<file path="config.mk">
export PLATFORM = sky130hd
export DESIGN_NAME = flash_cmd_sequencer
export DESIGN_NICKNAME = d
export VERILOG_FILES = /design/src/rtl/flash_cmd_sequencer.sv
export SDC_FILE = /design/constraint.sdc
export NUM_CORES = 1
export LEC_CHECK = 0
export ABC_AREA = 1
export CAP_MARGIN = 5
export CORE_MARGIN = 5
export CORE_UTILIZATION = 55
export DETAILED_ROUTE_END_ITERATION = 6
export PLACE_DENSITY = 0.89
export SYNTH_ARGS = -nofsm -noshare
export SYNTH_HDL_FRONTEND = slang
export SYNTH_SLANG_ARGS = --single-unit
</file>
<file path="constraint.sdc">
create_clock -name clk -period 5.7 [get_ports clk]
set_clock_uncertainty 0.2 [all_clocks]
set_input_delay 1.14 -clock clk [delete_from_list [all_inputs] [get_ports clk]]
set_output_delay 1.14 -clock clk [all_outputs]
set_load 0.1 [all_outputs]
</file>
<file path="src/rtl/flash_cmd_sequencer.sv">
// rtl/flash_cmd_sequencer.sv - host-side four-cycle unlock/command bus sequencer for the flash interface
// Optional abort support is compiled in with FLASH_SEQ_ABORT_EN.
module flash_cmd_sequencer #(
    parameter int SETUP_CYC = 1,
    parameter int PULSE_CYC = 2,
    parameter int HOLD_CYC  = 1
) (
    input  logic        clk,
    input  logic        reset,
    input  logic        req,
    input  logic        op,
    input  logic [15:0] addr,
    input  logic [7:0]  wdata,
    output logic        ready,
    output logic        done,
    output logic [7:0]  rdata,
    output logic        flash_en,
    output logic [15:0] flash_addr,
    output logic [7:0]  flash_data_out,
    output logic        flash_data_oe,
    input  logic [7:0]  flash_data_in
`ifdef FLASH_SEQ_ABORT_EN
    ,
    input  logic        abort,
    output logic        aborted
`endif
);

    typedef enum logic [1:0] {
        IDLE  = 2'd0,
        SETUP = 2'd1,
        PULSE = 2'd2,
        HOLD  = 2'd3
    } state_t;

    state_t      state;
    state_t      state_nxt;
    logic [15:0] timer;
    logic [15:0] timer_nxt;
    logic [1:0]  step;
    logic        op_q;
    logic [15:0] addr_q;
    logic [7:0]  wdata_q;

    logic        phase_end;
    logic        start;
    logic        advance;
    logic        finish;
    logic        capture;
    logic        abort_hit;
    logic [1:0]  word_step;
    logic [15:0] word_addr;
    logic [7:0]  word_data;

`ifdef FLASH_SEQ_ABORT_EN
    assign abort_hit = abort && (state != IDLE);
`else
    assign abort_hit = 1'b0;
`endif

    assign phase_end = (timer == 16'd0);

    always_ff @(posedge clk or negedge reset) begin
        if (!reset) begin
            state <= IDLE;
        end else begin
            state <= state_nxt;
        end
    end

    always_comb begin
        state_nxt = state;
        start     = 1'b0;
        advance   = 1'b0;
        finish    = 1'b0;
        case (state)
            IDLE: begin
                if (req) begin
                    state_nxt = SETUP;
                    start     = 1'b1;
                end
            end
            SETUP: if (phase_end) state_nxt = PULSE;
            PULSE: if (phase_end) state_nxt = HOLD;
            HOLD: begin
                if (phase_end) begin
                    if (step == 2'd3) begin
                        state_nxt = IDLE;
                        finish    = 1'b1;
                    end else begin
                        state_nxt = SETUP;
                        advance   = 1'b1;
                    end
                end
            end
            default: state_nxt = IDLE;
        endcase
        if (abort_hit) begin
            state_nxt = IDLE;
            advance   = 1'b0;
            finish    = 1'b0;
        end
    end

    // Every phase change is also a state change, so the timer reloads on any state change.
    always_comb begin
        timer_nxt = timer;
        if (state_nxt != state) begin
            case (state_nxt)
                SETUP:   timer_nxt = 16'(SETUP_CYC - 1);
                PULSE:   timer_nxt = 16'(PULSE_CYC - 1);
                HOLD:    timer_nxt = 16'(HOLD_CYC - 1);
                default: timer_nxt = 16'd0;
            endcase
        end else if (timer != 16'd0) begin
            timer_nxt = timer - 16'd1;
        end
    end

    // Bus word for the step about to enter SETUP; step 0 never depends on latched fields.
    always_comb begin
        word_step = start ? 2'd0 : step + 2'd1;
        word_addr = 16'h5555;
        word_data = 8'hAA;
        case (word_step)
            2'd0: begin
                word_addr = 16'h5555;
                word_data = 8'hAA;
            end
            2'd1: begin
                word_addr = 16'hAAAA;
                word_data = 8'h55;
            end
            2'd2: begin
                word_addr = 16'h5555;
                word_data = op_q ? 8'h00 : 8'h20;
            end
            default: begin
                word_addr = addr_q;
                word_data = op_q ? 8'h00 : wdata_q;
            end
        endcase
    end

    assign capture = (state == PULSE) && phase_end && (step == 2'd3) && op_q && !abort_hit;

    always_ff @(posedge clk or negedge reset) begin
        if (!reset) begin
            timer          <= 16'd0;
            step           <= 2'd0;
            op_q           <= 1'b0;
            addr_q         <= 16'd0;
            wdata_q        <= 8'd0;
            flash_addr     <= 16'd0;
            flash_data_out <= 8'd0;
            rdata          <= 8'd0;
            done           <= 1'b0;
        end else begin
            timer <= timer_nxt;
            done  <= finish;
            if (start) begin
                op_q    <= op;
                addr_q  <= addr;
                wdata_q <= wdata;
            end
            if (start || advance) begin
                step           <= word_step;
                flash_addr     <= word_addr;
                flash_data_out <= word_data;
            end
            if (capture) begin
                rdata <= flash_data_in;
            end
        end
    end

`ifdef FLASH_SEQ_ABORT_EN
    always_ff @(posedge clk or negedge reset) begin
        if (!reset) begin
            aborted <= 1'b0;
        end else begin
            aborted <= abort_hit;
        end
    end
`endif

    assign ready         = (state == IDLE);
    assign flash_en      = (state == PULSE);
    // A read releases the data bus for the target cycle so the flash can drive it.
    assign flash_data_oe = (state != IDLE) && !(op_q && (step == 2'd3));

endmodule

</file>
== Word level (Yosys, flattened, before mapping) ==
Cells that the tools add are included.
W data, S select, Z words.
Cells by class
  add/subtract/negate cells: 2
  equal/unequal tests: 8
  multiplexer cells: 22
  reduce and logical (&&, ||, !) cells: 14
Operators with widths (count)
  $mux W16: 2
  $pmux W16 S2: 1
  $pmux W8 S3: 1
  $logic_not A16 Y1: 1
  $reduce_bool A16 Y1: 1
  $sub A16 B1 Y16 const B: 1
  $eq A2 B2 Y1 const B: 5
  $mux W1: 10
  $mux W2: 5
  $mux W8: 1
  $pmux W2 S4: 1
  $mux W6: 1
  $logic_and A1 B1 Y1: 5
  $eq A2 B1 Y1 const B: 2
  $logic_not A2 Y1: 2
  $reduce_bool A2 Y1: 2
  $add A2 B1 Y2 const B: 1
  $ne A2 B2 Y1: 1
  $reduce_or A2 Y1: 1
  $logic_not A1 Y1: 1
  $logic_or A1 B1 Y1: 1
Storage, ports and cells
  register bits: 78
  input bits: 36
  output and inout port bits: 36
  word-level logic and storage cells: 56

== Logic depth before layout (Yosys ltp) ==
Gate-level depths: netlist of the first run.
  word-level depth: 7
  depth in mapped cells: 12
  gate-level depth less buffers: 11

== Least setup slack after synthesis of the first run ==
Ideal clock, no wire load.
  path kind: register to output
  from: reg state[0]
  to: out flash_data_oe
  data arrival time: 2.130 ns
  required time: 4.360 ns
  setup slack: 2.230 ns
  stages on the path, launching flop included: 4
  buffers on the path: 1
  path through: dfrtp_1 buf_2 nor2_4 a21oi_1
On the way
  word-level cells in the longest chain between the ends: 2
Ends and longest elaborated chain
  start, declared: line 36  | state_t state;
  start signal, assigned: line 67  | state <= state_nxt;
  $reduce_bool A2 Y1: line 190  | assign flash_data_oe = (state != IDLE) && !(op_q && (step == 2'd3));
  $logic_and A1 B1 Y1: line 190
  end, declared: line 20  | output logic flash_data_oe,
No other way between the ends.

== Worst setup path in the final report of the first run ==
  from: reg step[0]
  to: out flash_data_oe
On the way
  word-level cells in the longest chain between the ends: 4
Ends and longest elaborated chain
  start, declared: line 40  | logic [1:0] step;
  start signal, assigned: line 167  | step <= word_step;
  $eq A2 B2 Y1: line 190
  $logic_and A1 B1 Y1: line 190
  $logic_not A1 Y1: line 190
  $logic_and A1 B1 Y1: line 190
No other way between the ends.

==> impl_metrics.tcl, run 1 <==
set metrics [dict create \
    crit_family "buffers and inverters" \
    setup_viol_count_final 0 \
    postSynthCellCount 392 \
    clk_pin_slew_ns 0.08 \
    die_x_um 90.7 \
    vias 2897 \
    async_reset_ff_share_pct 100 \
    cts_root_buf "clkbuf_8" \
    hold_viol 0 \
    fin_util_pct 70.7 \
    multi_input_area_um2 1450 \
    core_um2 6350 \
    mostFrequentLayoutCells "113 x nand2_1, 78 x dfrtp_1, 70 x clkdlybuf4s50_1" \
    drive_gt1_share_pct 12.0 \
    num_rows 29 \
    power.density_nw_per_um2 671 \
    initial_core_util_pct 56.4 \
    synth-edff-count 0 \
    postRouteAntennaNets 0 \
    period_needed_ns 3.72 \
    synth_nets 430 \
    grt_pass1_wl_um 13700 \
    dieArea_um2 8220 \
    hpwl_um 5630 \
    gp_congestion 0.799 \
    drtIter0Drc 90 \
    finalWorstSetupSlack_ns 1.98 \
    syn-cell-area_um2 3580 \
    final_nets 500 \
    critPathBufInv 1 \
    die_h_um 90.7 \
    fillers 454 \
    ir_drop_uv 574 \
    ys_ff_latch 78 \
    synth-seq-area-share_pct 54.5 \
    slew_headroom_pct 31.7 \
    avgViaCountPerCell 5.34 \
    drv_cap 0 \
    io_pins 72 \
    status "finished, final reports clean" \
    fin_setup_tns_ns 0 \
    maxSlewViolCount 0 \
    start_kind "register" \
    cts_sinks 78 \
    wl_per_cell_um 15.1 \
    cts_htree_levels 3 \
    antenna_cells 0 \
    antenna_found_initial 0 \
    dr.pass1.iters 4 \
    layout_commonest_cell "nand2_1" \
    grt_pass1_vias 2906 \
    worst_slew_pin_slew_ns 1.02 \
    ys_types 36 \
    cts_buffer_depth 2 \
    leakage_nw 2.17 \
    holdBufCountCts 0 \
    cts_buffers 9 \
    crit_type "register to primary output" \
    crit_fanout 5 \
    grt_max_degree 79 \
    drc 0 \
    cts_tree "done" \
    area_delta_synth_final_pct 25.5 \
    worstPathArrival_ns 2.38 \
    path_cells "ha_1, a21oi_1, clkdlybuf4s50_1" \
    drt_wl_total_um 8210 \
    period_share_pct 65.3 \
    port_buffers 71 \
    place_ws_ns 2.33 \
    grt_use_total_pct 20.5 \
    ctsResizeCount 0 \
    crit_path_end_kind "primary output" \
    max_freq_mhz 269 \
    hp-class "register to register" \
    grt-ovfl-total 0 \
    max_stage_delay_ns 1.17 \
    cp.required_ns 4.36 \
    avgSynthCellArea_um2 9.13 \
    post_cts_buffers 0 \
    clk_latency_ns 0.35 \
    rsz0062_at_grt "no" \
    yosys_warnings 0 \
    ys.flop_type "dfrtp_1" \
    seqCellArea_um2 1950 \
    cp_slowest_cell "clkdlybuf4s50_1" \
]
## flip-flops by register name, summed over array words and instances, names as in the netlist
signal and count:
addr_q 16, done 1, flash_addr 16, flash_data_out 8
op_q 1, rdata 8, state 2, step 2
timer 16, wdata_q 8
## per-stage QoR
step	instance area, um2	hold WS, ns	cells	total power [mW]
after floorplan	3580	0.249	392	2.22
after global placement	4300	0.261	528	2.55
after detailed placement	4300	0.266	528	2.61
after CTS	4490	0.286	543	3.02
after global routing	4490	0.307	543	3.18
final	4490	0.284	543	3.01
## cell usage after synthesis (3+ instances only)
master | instances | area (um2)
a21oi_1 | 10 | 50.1
a31oi_1 | 8 | 50.1
buf_2 | 3 | 15.0
buf_6 | 3 | 33.8
clkbuf_1 | 4 | 15.0
dfrtp_1 | 78 | 1950
inv_1 | 21 | 78.8
inv_2 | 3 | 11.3
nand2_1 | 113 | 424
nand2_2 | 3 | 18.8
nand2_4 | 5 | 56.3
nand3_1 | 15 | 75.1
nand4_1 | 5 | 31.3
nor2_1 | 53 | 199
nor2_2 | 4 | 25.0
nor2_4 | 5 | 56.3
nor3_1 | 6 | 30.0
nor3_2 | 5 | 50.1
o21ai_0 | 9 | 45.0
o21ai_2 | 8 | 70.1
xnor2_1 | 4 | 35.0
xor2_1 | 9 | 78.8
## path summary, 6_finish.rpt
check | startpoint | to | slack [ns] | depth (start not counted)
worst max register to register | timer[0] | flash_addr[2] | 3.43 | 11
worst min-delay path | flash_addr[15] | flash_addr[15] | 0.28 | 2
max in group asynchronous | reset | flash_addr[4] | 3.94 | 1
worst max-delay path | step[0] | flash_data_oe | 1.98 | 3
min in group asynchronous | reset | state[0] | 0.74 | 1
worst min register to register | flash_addr[15] | flash_addr[15] | 0.28 | 2
## logic make-up (layout without fill, tap and decap cells)
kind of cell | after synthesis | after routing | share of synthesized area (%)
compound gates | 40 | 40 | 7.03
buf+inv | 38 | 112 | 5.07
simple gates | 221 | 221 | 29.5
fa+ha+maj | 2 | 2 | 0.699
flops | 78 | 78 | 54.5
xor+xnor | 13 | 13 | 3.18
## per-layer routing
metal	routed length, um	GRT usage, %	vias to the layer above
li1	-	-	1388
met1	3320	24.3	1401
met2	4200	34.4	85
met4	197	7.82	0
met3	486	6.50	23
met5	0	0	-
## layout make-up
type	count	share of cell area, %
inverters	26	2.28
multi-input cells	276	32.2
flip-flops and latches	78	43.5
clock buffers	10	2.84
clock inverters	5	1.34
repair buffers	71	15.8
well taps	77	2.14
## tightest hold or removal path: cells and delay by family, from the launching register on
kind,cells,cell delay [ns]
AOI/OAI and AO/OA,1,0.05
DFF,1,0.35
and+or+nand+nor,1,0.06
## power by group
| part | leakage [nW] | switching [mW] | internal (mW) | total, mW |
|---|---|---|---|---|
| registers | 0.931 | 0.163 | 0.775 | 0.938 |
| logic | 1.14 | 1.23 | 0.434 | 1.67 |
| clock network | 0.0927 | 0.205 | 0.202 | 0.407 |
Power figures use the tool's default switching activity.
==> inputs of run 2 (changes only) <==
- CORE_UTILIZATION: 55 -> 46
- PLACE_DENSITY: 0.89 -> 0.79
- clock period: 5.7 -> 3.1 ns (I/O delays scaled with it)
==> run 2 against run 1 <==
Combinational power is 78% higher. Via count is 3.3% lower. Wire length is 4.8% lower. Critical path type unchanged. Count of clock-buffer cells in the layout is 1 lower. Global-route usage is 3.4 points lower. Sequential share of layout area is 0.43 points higher. Largest cell class unchanged. Design area is 0.97% lower.
==> impl_metrics.tcl, run 2 (synthesized netlist as in run 1, its figures left out) <==
set metrics [dict create \
    port_buffers 71 \
    crit_path_end_kind "primary output" \
    vias 2802 \
    top_regs "addr_q (16), flash_addr (16), timer (16)" \
    hp-class "input port to asynchronous set/reset pin" \
    worst_slew_pin_slew_ns 0.964 \
    cp_slowest_cell "dfrtp_1" \
    io_pins 72 \
    post_cts_buffers 0 \
    max_stage_delay_ns 0.42 \
    clk_latency_ns 0.35 \
    finalWorstSetupSlack_ns 0.747 \
    num_rows 32 \
    path_cells "ha_1, a21oi_1, buf_4" \
    drc 0 \
    leakage_nw 2.19 \
    critPathBufInv 1 \
    layout_commonest_cell "nand2_1" \
    worstPathArrival_ns 1.53 \
    area_delta_synth_final_pct 24.3 \
    rsz0062_at_grt "no" \
    gp_congestion 0.847 \
    ir_drop_uv 765 \
    postRouteAntennaNets 0 \
    antenna_found_initial 0 \
    die_x_um 98.2 \
    start_kind "register" \
    r2r-start "timer[0]" \
    cts_buffer_depth 2 \
    clk_pin_slew_ns 0.09 \
    crit_type "register to primary output" \
    mostFrequentLayoutCells "113 x nand2_1, 78 x dfrtp_1, 53 x nor2_1" \
    maxSlewViolCount 0 \
    crit_fanout 5 \
    status "finished, final reports clean" \
    antenna_cells 0 \
    final_nets 500 \
    grt_pass1_vias 2797 \
    drt_wl_total_um 7820 \
    cts_buffers 9 \
    ctsResizeCount 0 \
    die_h_um 98.2 \
    crit_start "step[0]" \
    grt_use_total_pct 17.0 \
    hold_viol 0 \
    finish.instance_area_um2 4450 \
    cts_root_buf "clkbuf_8" \
    avgViaCountPerCell 4.92 \
    crit_family "flip-flops" \
    grt-ovfl-total 0 \
    placement.cell_area_um2 4250 \
    dr.pass1.iters 4 \
    place_ws_ns 0.662 \
    drv_cap 0 \
    grt_max_degree 79 \
    dieArea_um2 9640 \
    drtIter0Drc 87 \
    initial_core_util_pct 46.8 \
    period_share_pct 75.9 \
    hpwl_um 5560 \
    slew_headroom_pct 35.8 \
    cp.required_ns 2.28 \
    grt_pass1_wl_um 13300 \
    period_needed_ns 2.35 \
    cts_tree "done" \
    core_um2 7650 \
    power.density_nw_per_um2 1240 \
    holdBufCountCts 0 \
    setup_viol_count_final 0 \
    wl_per_cell_um 13.7 \
    max_freq_mhz 425 \
    drive_gt1_share_pct 20.1 \
    fin_setup_tns_ns 0 \
    cts_sinks 78 \
    cts_htree_levels 3 \
]
run 2: cell types whose count changed in the layout (fill, tap and decap cells not counted):
cell / delta
clkinv_2: -1
inv_6: +2
clkbuf_1: -1
clkinv_4: -1
clkinvlp_4: +2
buf_4: +36
clkdlybuf4s50_1: -36
run 2: final cells by class:
type | count | area, um2
Fill cell | 700 | 3200
Sequential cell | 78 | 1950
Multi-Input combinational cell | 276 | 1450
Timing Repair Buffer | 71 | 618
Tap cell | 102 | 128
Clock buffer | 9 | 124
Inverter | 26 | 103
Clock inverter | 7 | 78.8
run 2: metal layers:
metal  up-vias  track usage (%)  wire length (um)
met5         -                0                 0
met4         0             4.62               104
met3        11             6.43               468
met2        63             26.4              3760
met1      1331             22.6              3480
li1       1397                -                 -
run 2: metrics by stage:
stage	util, %	power, mW	hold slack (ns)	std cells
after floorplan	-	4.09	0.124	392
after global placement	55.5	4.66	0.264	553
after detailed placement	55.5	4.73	0.267	553
after CTS	58.2	5.53	0.237	569
after global routing	58.2	5.83	0.293	569
final	58.2	5.49	0.207	569
run 2: path summary, 6_finish.rpt:
kind	cells after the start	slack, ns	endpoint
max in group asynchronous	1	1.86	rdata[0]
min	1	0.21	timer[8]
min in group clk	2	0.29	rdata[4]
min reg2reg	2	0.29	rdata[4]
max	3	0.75	flash_data_oe
max reg2reg	11	0.90	flash_addr[4]
run 2: power breakdown:
group          internal [mW]  switching [mW]  total, mW
combinational          0.739            2.23       2.97
sequential              1.42           0.315       1.74
clock                  0.380           0.402      0.782
total                   2.54            2.95       5.49
